==> src/rtl/pong_pkg.sv <==
// Shared definitions for the pong match controller.
// The optional PAUSE state exists only when PONG_PAUSE_EN is defined.
package pong_pkg;

    localparam int LIVES_W = 8;

    typedef enum logic [2:0] {
        ST_IDLE  = 3'd0,
        ST_SERVE = 3'd1,
        ST_PLAY  = 3'd2,
        ST_POINT = 3'd3,
        ST_OVER  = 3'd4
`ifdef PONG_PAUSE_EN
        , ST_PAUSE = 3'd5
`endif
    } state_e;

    localparam logic [1:0] WIN_NONE = 2'd0;
    localparam logic [1:0] WIN_P1   = 2'd1;
    localparam logic [1:0] WIN_P2   = 2'd2;

    localparam logic SERVE_LEFT  = 1'b0;
    localparam logic SERVE_RIGHT = 1'b1;

    // Lives never wrap below zero.
    function automatic logic [LIVES_W-1:0] lives_dec(input logic [LIVES_W-1:0] v);
        return (v == '0) ? v : v - 1'b1;
    endfunction

endpackage

==> src/rtl/debounce.sv <==
// Rising-edge detector for level control inputs (start, pause).
module debounce (
    input  logic i_clk,
    input  logic i_rst_n,
    input  logic i_sig,
    output logic o_rise
);
    logic prev_q;

    // Remember last sampled level; a rise needs a 0 seen before the 1.
    always_ff @(posedge i_clk) begin
        if (!i_rst_n) prev_q <= 1'b0;
        else          prev_q <= i_sig;
    end

    assign o_rise = i_sig & ~prev_q;
endmodule

==> src/rtl/frame_timer.sv <==
// Counts animation strobes while enabled; o_done fires on the TC-th strobe.
module frame_timer #(
    parameter int TC = 60
) (
    input  logic i_clk,
    input  logic i_rst_n,
    input  logic i_clr,
    input  logic i_en,
    input  logic i_stb,
    output logic o_done
);
    localparam int CW = (TC < 2) ? 1 : $clog2(TC);
    localparam logic [CW-1:0] LAST = CW'(TC - 1);

    logic [CW-1:0] cnt_q;

    assign o_done = i_en & i_stb & (cnt_q == LAST);

    // Strobe counter; clear wins so every state entry starts from zero.
    always_ff @(posedge i_clk) begin
        if (!i_rst_n || i_clr)  cnt_q <= '0;
        else if (i_en && i_stb) cnt_q <= o_done ? '0 : cnt_q + CW'(1);
    end
endmodule

==> src/rtl/pong_match_ctrl.sv <==
// Pong match controller: serve / rally / point / game-over sequencing.
// Optional PONG_PAUSE_EN adds i_pause and a PAUSE state entered from PLAY.
module pong_match_ctrl
    import pong_pkg::*;
#(
    parameter int LIVES        = 5,
    parameter int SERVE_FRAMES = 60,
    parameter int POINT_FRAMES = 30
) (
    input  logic               i_clk,
    input  logic               i_rst_n,
    input  logic               i_ani_stb,
    input  logic [1:0]         i_mode,
    input  logic               i_start,
    input  logic               i_miss_l,
    input  logic               i_miss_r,
`ifdef PONG_PAUSE_EN
    input  logic               i_pause,
`endif
    output logic               o_animate,
    output logic               o_ball_rst,
    output logic               o_serve_dir,
    output logic [LIVES_W-1:0] o_lives1,
    output logic [LIVES_W-1:0] o_lives2,
    output logic               o_endgame,
    output logic [1:0]         o_winner,
    output logic [2:0]         o_state
);
    localparam logic [LIVES_W-1:0] LIVES_INIT = LIVES_W'(LIVES);

    state_e             state_q, state_d;
    logic [LIVES_W-1:0] lives1_q, lives1_d, lives2_q, lives2_d;
    logic               dir_q, dir_d;
    logic [1:0]         win_q, win_d;
    logic               brst_q, brst_d;
    logic               start_rise, serve_done, point_done, tmr_clr;
    logic               new_match;

    debounce u_start_edge (
        .i_clk(i_clk), .i_rst_n(i_rst_n), .i_sig(i_start), .o_rise(start_rise)
    );

`ifdef PONG_PAUSE_EN
    logic pause_rise;
    debounce u_pause_edge (
        .i_clk(i_clk), .i_rst_n(i_rst_n), .i_sig(i_pause), .o_rise(pause_rise)
    );
`endif

    // Timers restart whenever the state changes.
    assign tmr_clr = (state_d != state_q);

    frame_timer #(.TC(SERVE_FRAMES)) u_serve_tmr (
        .i_clk(i_clk), .i_rst_n(i_rst_n), .i_clr(tmr_clr),
        .i_en(state_q == ST_SERVE), .i_stb(i_ani_stb), .o_done(serve_done)
    );

    frame_timer #(.TC(POINT_FRAMES)) u_point_tmr (
        .i_clk(i_clk), .i_rst_n(i_rst_n), .i_clr(tmr_clr),
        .i_en(state_q == ST_POINT), .i_stb(i_ani_stb), .o_done(point_done)
    );

    // Next-state logic; mode 0 overrides everything and parks the match in IDLE.
    always_comb begin
        state_d   = state_q;
        lives1_d  = lives1_q;
        lives2_d  = lives2_q;
        dir_d     = dir_q;
        win_d     = win_q;
        brst_d    = 1'b0;
        new_match = 1'b0;
        if (i_mode == 2'd0) begin
            if (state_q != ST_IDLE) begin
                state_d = ST_IDLE;
                brst_d  = 1'b1;
            end
        end else begin
            case (state_q)
                ST_IDLE:  new_match = i_start;
                ST_SERVE: if (serve_done) state_d = ST_PLAY;
                ST_PLAY: begin
                    // Left miss wins a tie; later misses land in POINT and are dropped.
                    if (i_miss_l) begin
                        lives2_d = lives_dec(lives2_q);
                        dir_d    = SERVE_LEFT;
                        state_d  = ST_POINT;
                    end else if (i_miss_r) begin
                        lives1_d = lives_dec(lives1_q);
                        dir_d    = SERVE_RIGHT;
                        state_d  = ST_POINT;
                    end
`ifdef PONG_PAUSE_EN
                    else if (pause_rise) state_d = ST_PAUSE;
`endif
                end
                ST_POINT: begin
                    if (lives1_q == '0 || lives2_q == '0) begin
                        state_d = ST_OVER;
                        win_d   = (lives2_q == '0) ? WIN_P1 : WIN_P2;
                    end else if (point_done) begin
                        state_d = ST_SERVE;
                        brst_d  = 1'b1;
                    end
                end
                ST_OVER:  new_match = start_rise;
`ifdef PONG_PAUSE_EN
                ST_PAUSE: if (pause_rise) state_d = ST_PLAY;
`endif
                default:  state_d = ST_IDLE;
            endcase
            if (new_match) begin
                lives1_d = LIVES_INIT;
                lives2_d = LIVES_INIT;
                win_d    = WIN_NONE;
                brst_d   = 1'b1;
                state_d  = ST_SERVE;
            end
        end
    end

    // Match registers; reset drops any pending point or re-centre pulse.
    always_ff @(posedge i_clk) begin
        if (!i_rst_n) begin
            state_q  <= ST_IDLE;
            lives1_q <= LIVES_INIT;
            lives2_q <= LIVES_INIT;
            dir_q    <= SERVE_LEFT;
            win_q    <= WIN_NONE;
            brst_q   <= 1'b0;
        end else begin
            state_q  <= state_d;
            lives1_q <= lives1_d;
            lives2_q <= lives2_d;
            dir_q    <= dir_d;
            win_q    <= win_d;
            brst_q   <= brst_d;
        end
    end

    assign o_animate   = (state_q == ST_PLAY);
    assign o_ball_rst  = brst_q;
    assign o_serve_dir = dir_q;
    assign o_lives1    = lives1_q;
    assign o_lives2    = lives2_q;
    assign o_endgame   = (state_q == ST_OVER);
    assign o_winner    = win_q;
    assign o_state     = state_q;
endmodule

==> config.mk <==
export PLATFORM = sky130hd
export DESIGN_NAME = pong_match_ctrl
export DESIGN_NICKNAME = d
export VERILOG_FILES = /design/src/rtl/pong_pkg.sv /design/src/rtl/debounce.sv /design/src/rtl/frame_timer.sv /design/src/rtl/pong_match_ctrl.sv
export SDC_FILE = /design/constraint.sdc
export NUM_CORES = 1
export LEC_CHECK = 0
export BUFFER_PORTS_ARGS = -buffer_cell sky130_fd_sc_hd__buf_4
export CAP_MARGIN = 15
export CORE_MARGIN = 5
export CORE_UTILIZATION = 55
export DETAILED_ROUTE_END_ITERATION = 10
export PLACE_DENSITY_LB_ADDON = 0.05
export SETUP_SLACK_MARGIN = 0.05
export SLEW_MARGIN = 20
export SYNTH_ARGS = -nofsm -noshare
export SYNTH_HDL_FRONTEND = slang
export SYNTH_SLANG_ARGS = --single-unit
==> constraint.sdc <==
create_clock -name i_clk -period 2.8 [get_ports i_clk]
set_clock_uncertainty 0.2 [all_clocks]
set_input_delay 0.14 -clock i_clk [delete_from_list [all_inputs] [get_ports i_clk]]
set_output_delay 0.14 -clock i_clk [all_outputs]
set_load 0.01 [all_outputs]
==> impl_results.html, run 1 <==
<table>
<tr><th>Metric</th><th>Value</th></tr>
<tr><th colspan="2">Finish</th></tr>
<tr><td>Util after Layout</td><td>70.6%</td></tr>
<tr><td>Area growth from synthesis to final layout</td><td>21.2%</td></tr>
<tr><td>Net count reported at finish</td><td>266</td></tr>
<tr><td>Final cell area excluding filler cells</td><td>2190 sq um</td></tr>
<tr><td>Final instance count without filler cells</td><td>298</td></tr>
<tr><td>Diodes inserted</td><td>0</td></tr>
<tr><td>Fraction of final layout cells sized beyond drive strength 1</td><td>19.3%</td></tr>
<tr><th colspan="2">Clock tree</th></tr>
<tr><td>TritonCTS clock tree</td><td>built</td></tr>
<tr><td>CTS root buffer</td><td>clkbuf_4</td></tr>
<tr><td>Clk slew on worst S/H paths</td><td>0.11 ns</td></tr>
<tr><td>Number of setup buffers added after CTS</td><td>0</td></tr>
<tr><td>Number of buffers created by CTS</td><td>5</td></tr>
<tr><td>Num Clock Sinks</td><td>35</td></tr>
<tr><td>Worst skew pair latency</td><td>0.35 ns</td></tr>
<tr><td>Level count of the clock H-tree</td><td>2</td></tr>
<tr><td>Cells resized by post-CTS repair</td><td>0</td></tr>
<tr><td>Longest Clk Path Bufs</td><td>2</td></tr>
<tr><td>Number of buffers added to fix hold violations after cts</td><td>3</td></tr>
<tr><th colspan="2">Worst setup path</th></tr>
<tr><td>Path depth of the worst reg2reg path</td><td>6</td></tr>
<tr><td>Critical path capture point type</td><td>flip-flop</td></tr>
<tr><td>Largest fanout on the critical path</td><td>11</td></tr>
<tr><td>Nature of the critical path startpoint</td><td>flip-flop</td></tr>
<tr><td>CP peak stage delay</td><td>0.54 ns</td></tr>
<tr><td>Kind of critical path</td><td>reg -&gt; reg</td></tr>
<tr><td>Crit path required time</td><td>2.88 ns</td></tr>
<tr><td>Cells traversed along the worst timing path</td><td>or3b_4 &gt; clkinv_2 &gt; and3_1 &gt; a21boi_2 &gt; or4b_1 &gt; a21oi_1</td></tr>
<tr><td>Cell at the slowest stage of the critical path</td><td>dfxtp_1</td></tr>
<tr><td>Delay-heaviest family, CP</td><td>simple AND/OR/NAND/NOR gates</td></tr>
<tr><td>CP Depth</td><td>6</td></tr>
<tr><td>Buffer and inverter count on the worst path</td><td>1</td></tr>
<tr><td>Data arrival time of the critical path</td><td>2.40 ns</td></tr>
<tr><th colspan="2">Global routing</th></tr>
<tr><td>First-pass GRT wire length</td><td>7.04 mm</td></tr>
<tr><td>Initial antenna violation count</td><td>0</td></tr>
<tr><td>Total global-route track usage</td><td>20.4%</td></tr>
<tr><td>Grt ovf</td><td>0</td></tr>
<tr><td>Number of global-route vias before repair</td><td>1,645</td></tr>
<tr><td>Pin count of the biggest net entering global routing</td><td>13</td></tr>
<tr><th colspan="2">Logic synthesis</th></tr>
<tr><td>Synth Register Bits</td><td>35</td></tr>
<tr><td>Post-synth top area share</td><td>38.8%</td></tr>
<tr><td>Cell accounting for the most synthesized area</td><td>dfxtp_1</td></tr>
<tr><td>Number of flops mapped to enable cells by yosys</td><td>0</td></tr>
<tr><td>Synthesized area per cell</td><td>8.37 sq um</td></tr>
<tr><td>Most frequent cell after synthesis</td><td>dfxtp_1</td></tr>
<tr><td>Top cells by area, synth</td><td>dfxtp_1 39%, nor2_1 6.4%, xor2_1 4.8%</td></tr>
<tr><td>Syn. warnings</td><td>0</td></tr>
<tr><td>Distinct cell type count of the synthesized netlist</td><td>48</td></tr>
<tr><td>Flip-flop cell with the highest count after synthesis</td><td>dfxtp_1</td></tr>
<tr><td>Net count of the mapped netlist</td><td>229</td></tr>
<tr><td>Post-synthesis instance area</td><td>1810 sq um</td></tr>
<tr><td>Seq/Total Area, Yosys</td><td>38.8%</td></tr>
<tr><td>Ranking of synthesized cells by instance count</td><td>35 x dfxtp_1, 31 x nor2_1, 21 x nand2_1, 11 x a21oi_1</td></tr>
<tr><td>Gate count after technology mapping</td><td>216</td></tr>
<tr><td>Ys async rst share</td><td>0%</td></tr>
<tr><th colspan="2">Die</th></tr>
<tr><td>Number of placed I/O pins</td><td>33</td></tr>
<tr><td>Horizontal die dimension</td><td>67.3 um</td></tr>
<tr><td>Starting utilization of the core area</td><td>58.3%</td></tr>
<tr><td>Site row count</td><td>20</td></tr>
<tr><td>Die area</td><td>4530 sq um</td></tr>
<tr><td>Placeable Area</td><td>3100 sq um</td></tr>
<tr><td>Die height</td><td>67.3 um</td></tr>
<tr><th colspan="2">Route</th></tr>
<tr><td>Count of unresolved DRC violations after routing</td><td>0</td></tr>
<tr><td>First-pass iteration count of the detailed router</td><td>7</td></tr>
<tr><td>1st-iter DRT viols</td><td>151</td></tr>
<tr><td>Vias per cell</td><td>5.85</td></tr>
<tr><td>Overall routed net length</td><td>4.37 mm</td></tr>
<tr><td>Drt wl/cell</td><td>14.7 um</td></tr>
<tr><td>Overall via count from detail_route</td><td>1,742</td></tr>
<tr><td>Antenna viol nets, final</td><td>0</td></tr>
<tr><th colspan="2">Timing</th></tr>
<tr><td>Fin Hold WS</td><td>0.0245 ns</td></tr>
<tr><td>Unrepaired setup endpoints after global routing</td><td>false</td></tr>
<tr><td>Count of pins over their slew limit</td><td>0</td></tr>
<tr><td>FMAX</td><td>432 MHz</td></tr>
<tr><td>Slew HR</td><td>54.6%</td></tr>
<tr><td>Setup violations, final</td><td>0</td></tr>
<tr><td>Final period util</td><td>82.7%</td></tr>
<tr><td>Least-Margin Pin Slew</td><td>0.679 ns</td></tr>
<tr><td>Crit path time final</td><td>2.31 ns</td></tr>
<tr><td>Setup TNS</td><td>0 ns</td></tr>
<tr><td>Final number of hold-violating endpoints</td><td>0</td></tr>
<tr><th colspan="2">Placement</th></tr>
<tr><td>Weighted congestion reported at the end of routability-driven placement</td><td>0.930</td></tr>
<tr><td>HPWL reported at the end of detailed placement</td><td>3.23 mm</td></tr>
<tr><td>Instance area after placement</td><td>2080 sq um</td></tr>
<tr><td>Placed Instances</td><td>287</td></tr>
<tr><td>Count of input and output buffers</td><td>32</td></tr>
<tr><th colspan="2">Job</th></tr>
<tr><td>Max-cap violations</td><td>0</td></tr>
<tr><th colspan="2">Outcome</th></tr>
<tr><td>Run status</td><td>finished, final reports clean</td></tr>
<tr><th colspan="2">Pwr</th></tr>
<tr><td>Maximum resistive drop on vdd</td><td>0.343 mV</td></tr>
<tr><td>Pwr Density</td><td>436 nW/um^2</td></tr>
<tr><td>Static power due to leakage</td><td>0.843 nW</td></tr>
<tr><th colspan="2">Worst hold path</th></tr>
<tr><td>Number of cells on the worst hold path</td><td>3</td></tr>
<tr><td>Worst hold path type</td><td>in -&gt; reg</td></tr>
</table>
==> final cells by class <==
cell class / instances / area (sq um)
Sequential cell: 35 / 701
Timing Repair Buffer: 37 / 285
Fill cell: 268 / 911
Inverter: 10 / 38.8
Clock buffer: 6 / 51.3
Tap cell: 44 / 55.1
Clock inverter: 2 / 35.0
Multi-Input combinational cell: 164 / 1030
==> report_power, final <==
group	total (mW)	leakage [nW]	internal [mW]	switching, mW
Clock	0.381	0.0482	0.211	0.170
Sequential	0.506	0.283	0.501	0.00527
Combinational	0.0694	0.512	0.0272	0.0423
==> worst reg2reg max path, delay by kind of cell (launching register included) <==
kind,cells,cell delay [ns]
AO/OA/AOI/OAI,2,0.25
buffers and inverters,1,0.07
flip-flops,1,0.54
AND/OR/NAND/NOR,3,1.21
==> metrics by stage <==
stage | setup slack (ns) | power (mW)
2_1_floorplan | 0.636 | 0.555
3_3_place_gp | 0.564 | 0.580
3_5_place_dp | 0.500 | 0.582
4_1_cts | 0.453 | 0.964
5_1_grt | 0.323 | 1.00
6_report | 0.485 | 0.956
==> sequential cells by signal, summed over array words and instances (netlist names) <==
signal	flops
u_serve_tmr.cnt_q	6
o_state	3
o_winner	2
o_serve_dir	1
o_lives1	8
o_ball_rst	1
u_start_edge.prev_q	1
o_lives2	8
u_point_tmr.cnt_q	5
==> per-layer routing <==
metal | routed length [um] | GRT usage, % | vias to the layer above
met5 | 0 | 0 | -
met4 | 88 | 9.62 | 0
met3 | 316 | 6.16 | 15
met2 | 2140 | 33.9 | 64
met1 | 1830 | 24.0 | 818
li1 | - | - | 845
==> path summary, 6_finish.rpt <==
| kind | from | end | slack [ns] |
|---|---|---|---|
| worst max-delay path | o_state[1]$_SDFF_PN0_ | o_lives1[5]$_SDFFE_PN0P_ | 0.49 |
| worst min-delay path | i_miss_l | o_serve_dir$_SDFFE_PN0P_ | 0.02 |
| worst max register to register | o_state[1]$_SDFF_PN0_ | o_lives1[5]$_SDFFE_PN0P_ | 0.49 |
| worst min register to register | o_winner[0]$_SDFFE_PN0P_ | o_winner[0]$_SDFFE_PN0P_ | 0.28 |
==> logic make-up (layout without fill, tap and decap cells) <==
logic type      after synthesis  in the layout  share of synthesized area [%]
xor+xnor                     19             19                           9.20
flops                        35             35                           38.8
buf+inv                      17             55                           4.50
compound gates               40             40                           16.1
fa+ha+maj                     5              5                           3.46
simple gates                100            100                           28.0
==> cell usage in the layout (no fill, tap or decap), drive strengths merged, types with 2 or more instances in the layout <==
cell,count
buf,34
and3,4
nand2,21
and2,2
dlygate4sd3,3
a311oi,2
nor4,3
inv,9
o21ai,6
ha,5
a211oi,6
clkinv,2
nand3b,2
a21oi,11
nor3,4
nand3,10
nand4,7
xnor2,9
nor2,31
xor2,10
o41ai,2
dfxtp,35
or3,5
clkbuf,6
or4,2
(Power assumes the default switching activity.)
==> inputs of run 2 (changes only) <==
- ABC_AREA: not set -> 1
- CORE_UTILIZATION: 55 -> 50
- clock period: 2.8 -> 1.9 ns (I/O delays scaled with it)
==> run 2 against run 1 <==
Net effect: core utilization grew 2.5 points; first-iteration DRC count down 48%; non-clock buffer count grew 20; sequential power grew 50%; synthesized cell count grew 26%; sequential share of layout area down 5.8 points; design area is 25% higher; combinational power rose to 3.5 times the previous value.
==> impl_results.html, run 2 <==
<table>
<tr><th>Metric</th><th>Value</th></tr>
<tr><th colspan="2">Finish</th></tr>
<tr><td>Most common library cell in the layout ignoring fill and taps</td><td>buf_4</td></tr>
<tr><td>Highest-count cells in the layout ignoring fill and taps</td><td>52 x buf_4, 32 x nand2_1, 31 x nor2_1</td></tr>
<tr><td>Diodes inserted</td><td>0 (unchanged)</td></tr>
<tr><td>Final cell area excluding filler cells</td><td>2740 sq um (+25%)</td></tr>
<tr><td>Area growth from synthesis to final layout</td><td>39.2%</td></tr>
<tr><td>Final-layout fill cell count</td><td>331 (+24%)</td></tr>
<tr><td>Fraction of final layout cells sized beyond drive strength 1</td><td>43.2% (+24 points)</td></tr>
<tr><td>Net count reported at finish</td><td>348 (+31%)</td></tr>
<tr><td>Final instance count without filler cells</td><td>384 (+29%)</td></tr>
<tr><th colspan="2">Global routing</th></tr>
<tr><td>Initial antenna violation count</td><td>0 (unchanged)</td></tr>
<tr><td>Total global-route track usage</td><td>18.0% (-2.5 points)</td></tr>
<tr><td>First-pass GRT wire length</td><td>7.55 mm (+7.2%)</td></tr>
<tr><td>Number of global-route vias before repair</td><td>1,777 (+8.0%)</td></tr>
<tr><td>Pin count of the biggest net entering global routing</td><td>13 (unchanged)</td></tr>
<tr><td>Grt ovf</td><td>0 (unchanged)</td></tr>
<tr><th colspan="2">Clock tree</th></tr>
<tr><td>Num Clock Sinks</td><td>35 (unchanged)</td></tr>
<tr><td>Worst skew pair latency</td><td>0.28 ns (-0.07 ns)</td></tr>
<tr><td>Number of buffers created by CTS</td><td>5 (unchanged)</td></tr>
<tr><td>Longest Clk Path Bufs</td><td>2 (unchanged)</td></tr>
<tr><td>Clk slew on worst S/H paths</td><td>0.07 ns (-0.04 ns)</td></tr>
<tr><td>Level count of the clock H-tree</td><td>2 (unchanged)</td></tr>
<tr><td>TritonCTS clock tree</td><td>built</td></tr>
<tr><td>CTS root buffer</td><td>clkbuf_8</td></tr>
<tr><th colspan="2">Logic synthesis</th></tr>
<tr><td>Number of flops mapped to enable cells by yosys</td><td>0 (unchanged)</td></tr>
<tr><td>Ranking of synthesized cells by instance count</td><td>39 x nand2_1, 38 x nor2_1, 35 x dfxtp_1, 32 x inv_1, 22 x nand3_1</td></tr>
<tr><td>Most frequent cell after synthesis</td><td>nand2_1</td></tr>
<tr><td>Synth Register Bits</td><td>35 (unchanged)</td></tr>
<tr><td>Top cells by area, synth</td><td>dfxtp_1 36%, nand2_1 7.4%, nor2_1 7.3%</td></tr>
<tr><td>Seq/Total Area, Yosys</td><td>35.6% (-3.1 points)</td></tr>
<tr><td>Gate count after technology mapping</td><td>273 (+26%)</td></tr>
<tr><td>Distinct cell type count of the synthesized netlist</td><td>30 (-38%)</td></tr>
<tr><td>Syn. warnings</td><td>0 (unchanged)</td></tr>
<tr><td>Flip-flop cell with the highest count after synthesis</td><td>dfxtp_1</td></tr>
<tr><td>Net count of the mapped netlist</td><td>286 (+25%)</td></tr>
<tr><td>Post-synth top area share</td><td>35.6% (-3.1 points)</td></tr>
<tr><td>Synthesized area per cell</td><td>7.20 sq um (-14%)</td></tr>
<tr><td>Post-synthesis instance area</td><td>1970 sq um (+8.8%)</td></tr>
<tr><td>Ys async rst share</td><td>0% (unchanged)</td></tr>
<tr><td>Cell accounting for the most synthesized area</td><td>dfxtp_1</td></tr>
<tr><th colspan="2">Worst setup path</th></tr>
<tr><td>Cells traversed along the worst timing path</td><td>inv_2 &gt; ha_4 &gt; nand3_4 &gt; nor2_4 &gt; nor2_4 &gt; nand2_2 &gt; nand2_2 &gt; nand2_2 &gt; nand2_1 &gt; nand2_1 &gt; nand3_2 &gt; buf_6 &gt; nor2_2</td></tr>
<tr><td>Largest fanout on the critical path</td><td>5 (-6)</td></tr>
<tr><td>Data arrival time of the critical path</td><td>1.79 ns (-0.61 ns)</td></tr>
<tr><td>Kind of critical path</td><td>reg -&gt; reg</td></tr>
<tr><td>Buffer and inverter count on the worst path</td><td>2 (+1)</td></tr>
<tr><td>Delay-heaviest family, CP</td><td>simple AND/OR/NAND/NOR gates</td></tr>
<tr><td>Cell occurring most often along the worst timing path</td><td>nand2_2</td></tr>
<tr><td>Critical path capture point type</td><td>flip-flop</td></tr>
<tr><td>Crit path required time</td><td>1.92 ns (-0.96 ns)</td></tr>
<tr><td>Cell at the slowest stage of the critical path</td><td>dfxtp_2</td></tr>
<tr><td>CP peak stage delay</td><td>0.33 ns (-0.21 ns)</td></tr>
<tr><td>Nature of the critical path startpoint</td><td>flip-flop</td></tr>
<tr><th colspan="2">Timing</th></tr>
<tr><td>Crit path time final</td><td>1.77 ns (-0.540 ns)</td></tr>
<tr><td>Final number of hold-violating endpoints</td><td>0 (unchanged)</td></tr>
<tr><td>Final period util</td><td>93.4% (+11 points)</td></tr>
<tr><td>Slew HR</td><td>80.4% (+26 points)</td></tr>
<tr><td>Least-Margin Pin Slew</td><td>0.291 ns (-0.389 ns)</td></tr>
<tr><td>Unrepaired setup endpoints after global routing</td><td>true</td></tr>
<tr><td>Setup violations, final</td><td>0 (unchanged)</td></tr>
<tr><td>Setup TNS</td><td>0 ns (unchanged)</td></tr>
<tr><td>Count of pins over their slew limit</td><td>0 (unchanged)</td></tr>
<tr><td>FMAX</td><td>563 MHz (+30%)</td></tr>
<tr><td>Fin Hold WS</td><td>0.0369 ns (+0.0124 ns)</td></tr>
<tr><td>Final setup margin</td><td>0.125 ns (-0.360 ns)</td></tr>
<tr><th colspan="2">Route</th></tr>
<tr><td>Overall routed net length</td><td>4.77 mm (+9.0%)</td></tr>
<tr><td>Vias per cell</td><td>5.07 (-13%)</td></tr>
<tr><td>Count of unresolved DRC violations after routing</td><td>0 (unchanged)</td></tr>
<tr><td>First-pass iteration count of the detailed router</td><td>4 (-3)</td></tr>
<tr><td>Overall via count from detail_route</td><td>1,946 (+12%)</td></tr>
<tr><td>1st-iter DRT viols</td><td>78 (-48%)</td></tr>
<tr><td>Drt wl/cell</td><td>12.4 um (-15%)</td></tr>
<tr><td>Antenna viol nets, final</td><td>0 (unchanged)</td></tr>
<tr><th colspan="2">Die</th></tr>
<tr><td>Horizontal die dimension</td><td>72.7 um (+8.0%)</td></tr>
<tr><td>Starting utilization of the core area</td><td>52.5% (-5.7 points)</td></tr>
<tr><td>Site row count</td><td>22 (+10%)</td></tr>
<tr><td>Placeable Area</td><td>3740 sq um (+21%)</td></tr>
<tr><td>Die height</td><td>72.7 um (+8.0%)</td></tr>
<tr><td>Number of placed I/O pins</td><td>33 (unchanged)</td></tr>
<tr><td>Die area</td><td>5290 sq um (+17%)</td></tr>
<tr><th colspan="2">Placement</th></tr>
<tr><td>HPWL reported at the end of detailed placement</td><td>3.33 mm (+3.2%)</td></tr>
<tr><td>Post-Place Setup Slack</td><td>0.0209 ns (-0.479 ns)</td></tr>
<tr><td>Count of input and output buffers</td><td>32 (unchanged)</td></tr>
<tr><td>Placed Instances</td><td>363 (+26%)</td></tr>
<tr><td>Instance area after placement</td><td>2340 sq um (+13%)</td></tr>
<tr><td>Weighted congestion reported at the end of routability-driven placement</td><td>0.800 (-14%)</td></tr>
<tr><th colspan="2">Pwr</th></tr>
<tr><td>Static power due to leakage</td><td>1.19 nW (+41%)</td></tr>
<tr><td>Pwr Density</td><td>576 nW/um^2 (+32%)</td></tr>
<tr><td>Maximum resistive drop on vdd</td><td>0.386 mV (+12%)</td></tr>
<tr><th colspan="2">Outcome</th></tr>
<tr><td>Run status</td><td>finished, final reports clean</td></tr>
<tr><th colspan="2">Job</th></tr>
<tr><td>Max-cap violations</td><td>0 (unchanged)</td></tr>
<tr><th colspan="2">Worst hold path</th></tr>
<tr><td>Worst hold path type</td><td>in -&gt; reg</td></tr>
</table>
==> run 2: worst paths after layout <==
check	start	endpoint	cells after the start	slack [ns]
worst max-delay path	o_lives2[1]$_SDFFE_PN0P_	u_point_tmr.cnt_q[1]$_SDFFE_PP0P_	13	0.13
worst min-delay path	i_ani_stb	o_state[1]$_SDFF_PN0_	6	0.04
worst max register to register	o_lives2[1]$_SDFFE_PN0P_	u_point_tmr.cnt_q[1]$_SDFFE_PP0P_	13	0.13
worst min register to register	o_winner[0]$_SDFFE_PN0P_	o_winner[0]$_SDFFE_PN0P_	2	0.27
==> run 2: logic make-up after synthesis <==
| logic type | share of synthesized area, % |
|---|---|
| buf+inv | 9.10 |
| flops | 35.6 |
| xor+xnor | 5.34 |
| fa+ha+maj | 3.18 |
| simple gates | 36.3 |
| compound gates | 10.4 |
==> run 2: power by group <==
part           internal (mW)  switching (mW)  total [mW]
clock network          0.331           0.250       0.581
logic                  0.103           0.137       0.240
registers              0.748          0.0103       0.758
total                   1.18           0.397        1.58
==> run 2: final cells by class <==
cell class                      count  area, sq um  share of cell area [%]
Timing Repair Buffer               57          443                    16.2
Tap cell                           48         60.1                    2.19
Inverter                           43          166                    6.08
Sequential cell                    35          717                    26.2
Clock buffer                        8          100                    3.65
Multi-Input combinational cell    193         1250                    45.7
==> run 2: through the flow <==
step | power (mW) | util, %
after floorplan | 0.890 | -
after global routing | 1.67 | 73.2
after CTS | 1.55 | 66.9
final | 1.58 | 73.2
after global placement | 0.960 | 62.6
after detailed placement | 0.963 | 62.6
==> run 2: worst reg2reg max path: stages (launching register included) <==
cell	delay, ns
dfxtp_2	0.33
inv_2	0.08
ha_4	0.17
nand3_4	0.09
nor2_4	0.15
nor2_4	0.05
nand2_2	0.07
nand2_2	0.06
nand2_2	0.07
nand2_1	0.05
nand2_1	0.07
nand3_2	0.10
buf_6	0.15
nor2_2	0.08
==> run 2: timing repair <==
| item | CTS | global route |
|---|---|---|
| pin swaps | 3 | 18 |
| hold endpoints to repair | 2 | 0 |
| gates cloned | 0 | 0 |
| gates resized for setup | 4 | 54 |
| setup endpoints to repair | 11 | 22 |
| hold buffers | 3 | 0 |
| buffers inserted | 3 | 7 |
==> run 2: routing by layer <==
| layer | vias up | part of all wire (%) | track usage (%) |
|---|---|---|---|
| met5 | - | 0 | 0 |
| met2 | 43 | 51 | 29.7 |
| met1 | 897 | 44 | 22.3 |
| met3 | 10 | 4.2 | 5.10 |
| li1 | 996 | - | - |
| met4 | 0 | 1.7 | 6.15 |
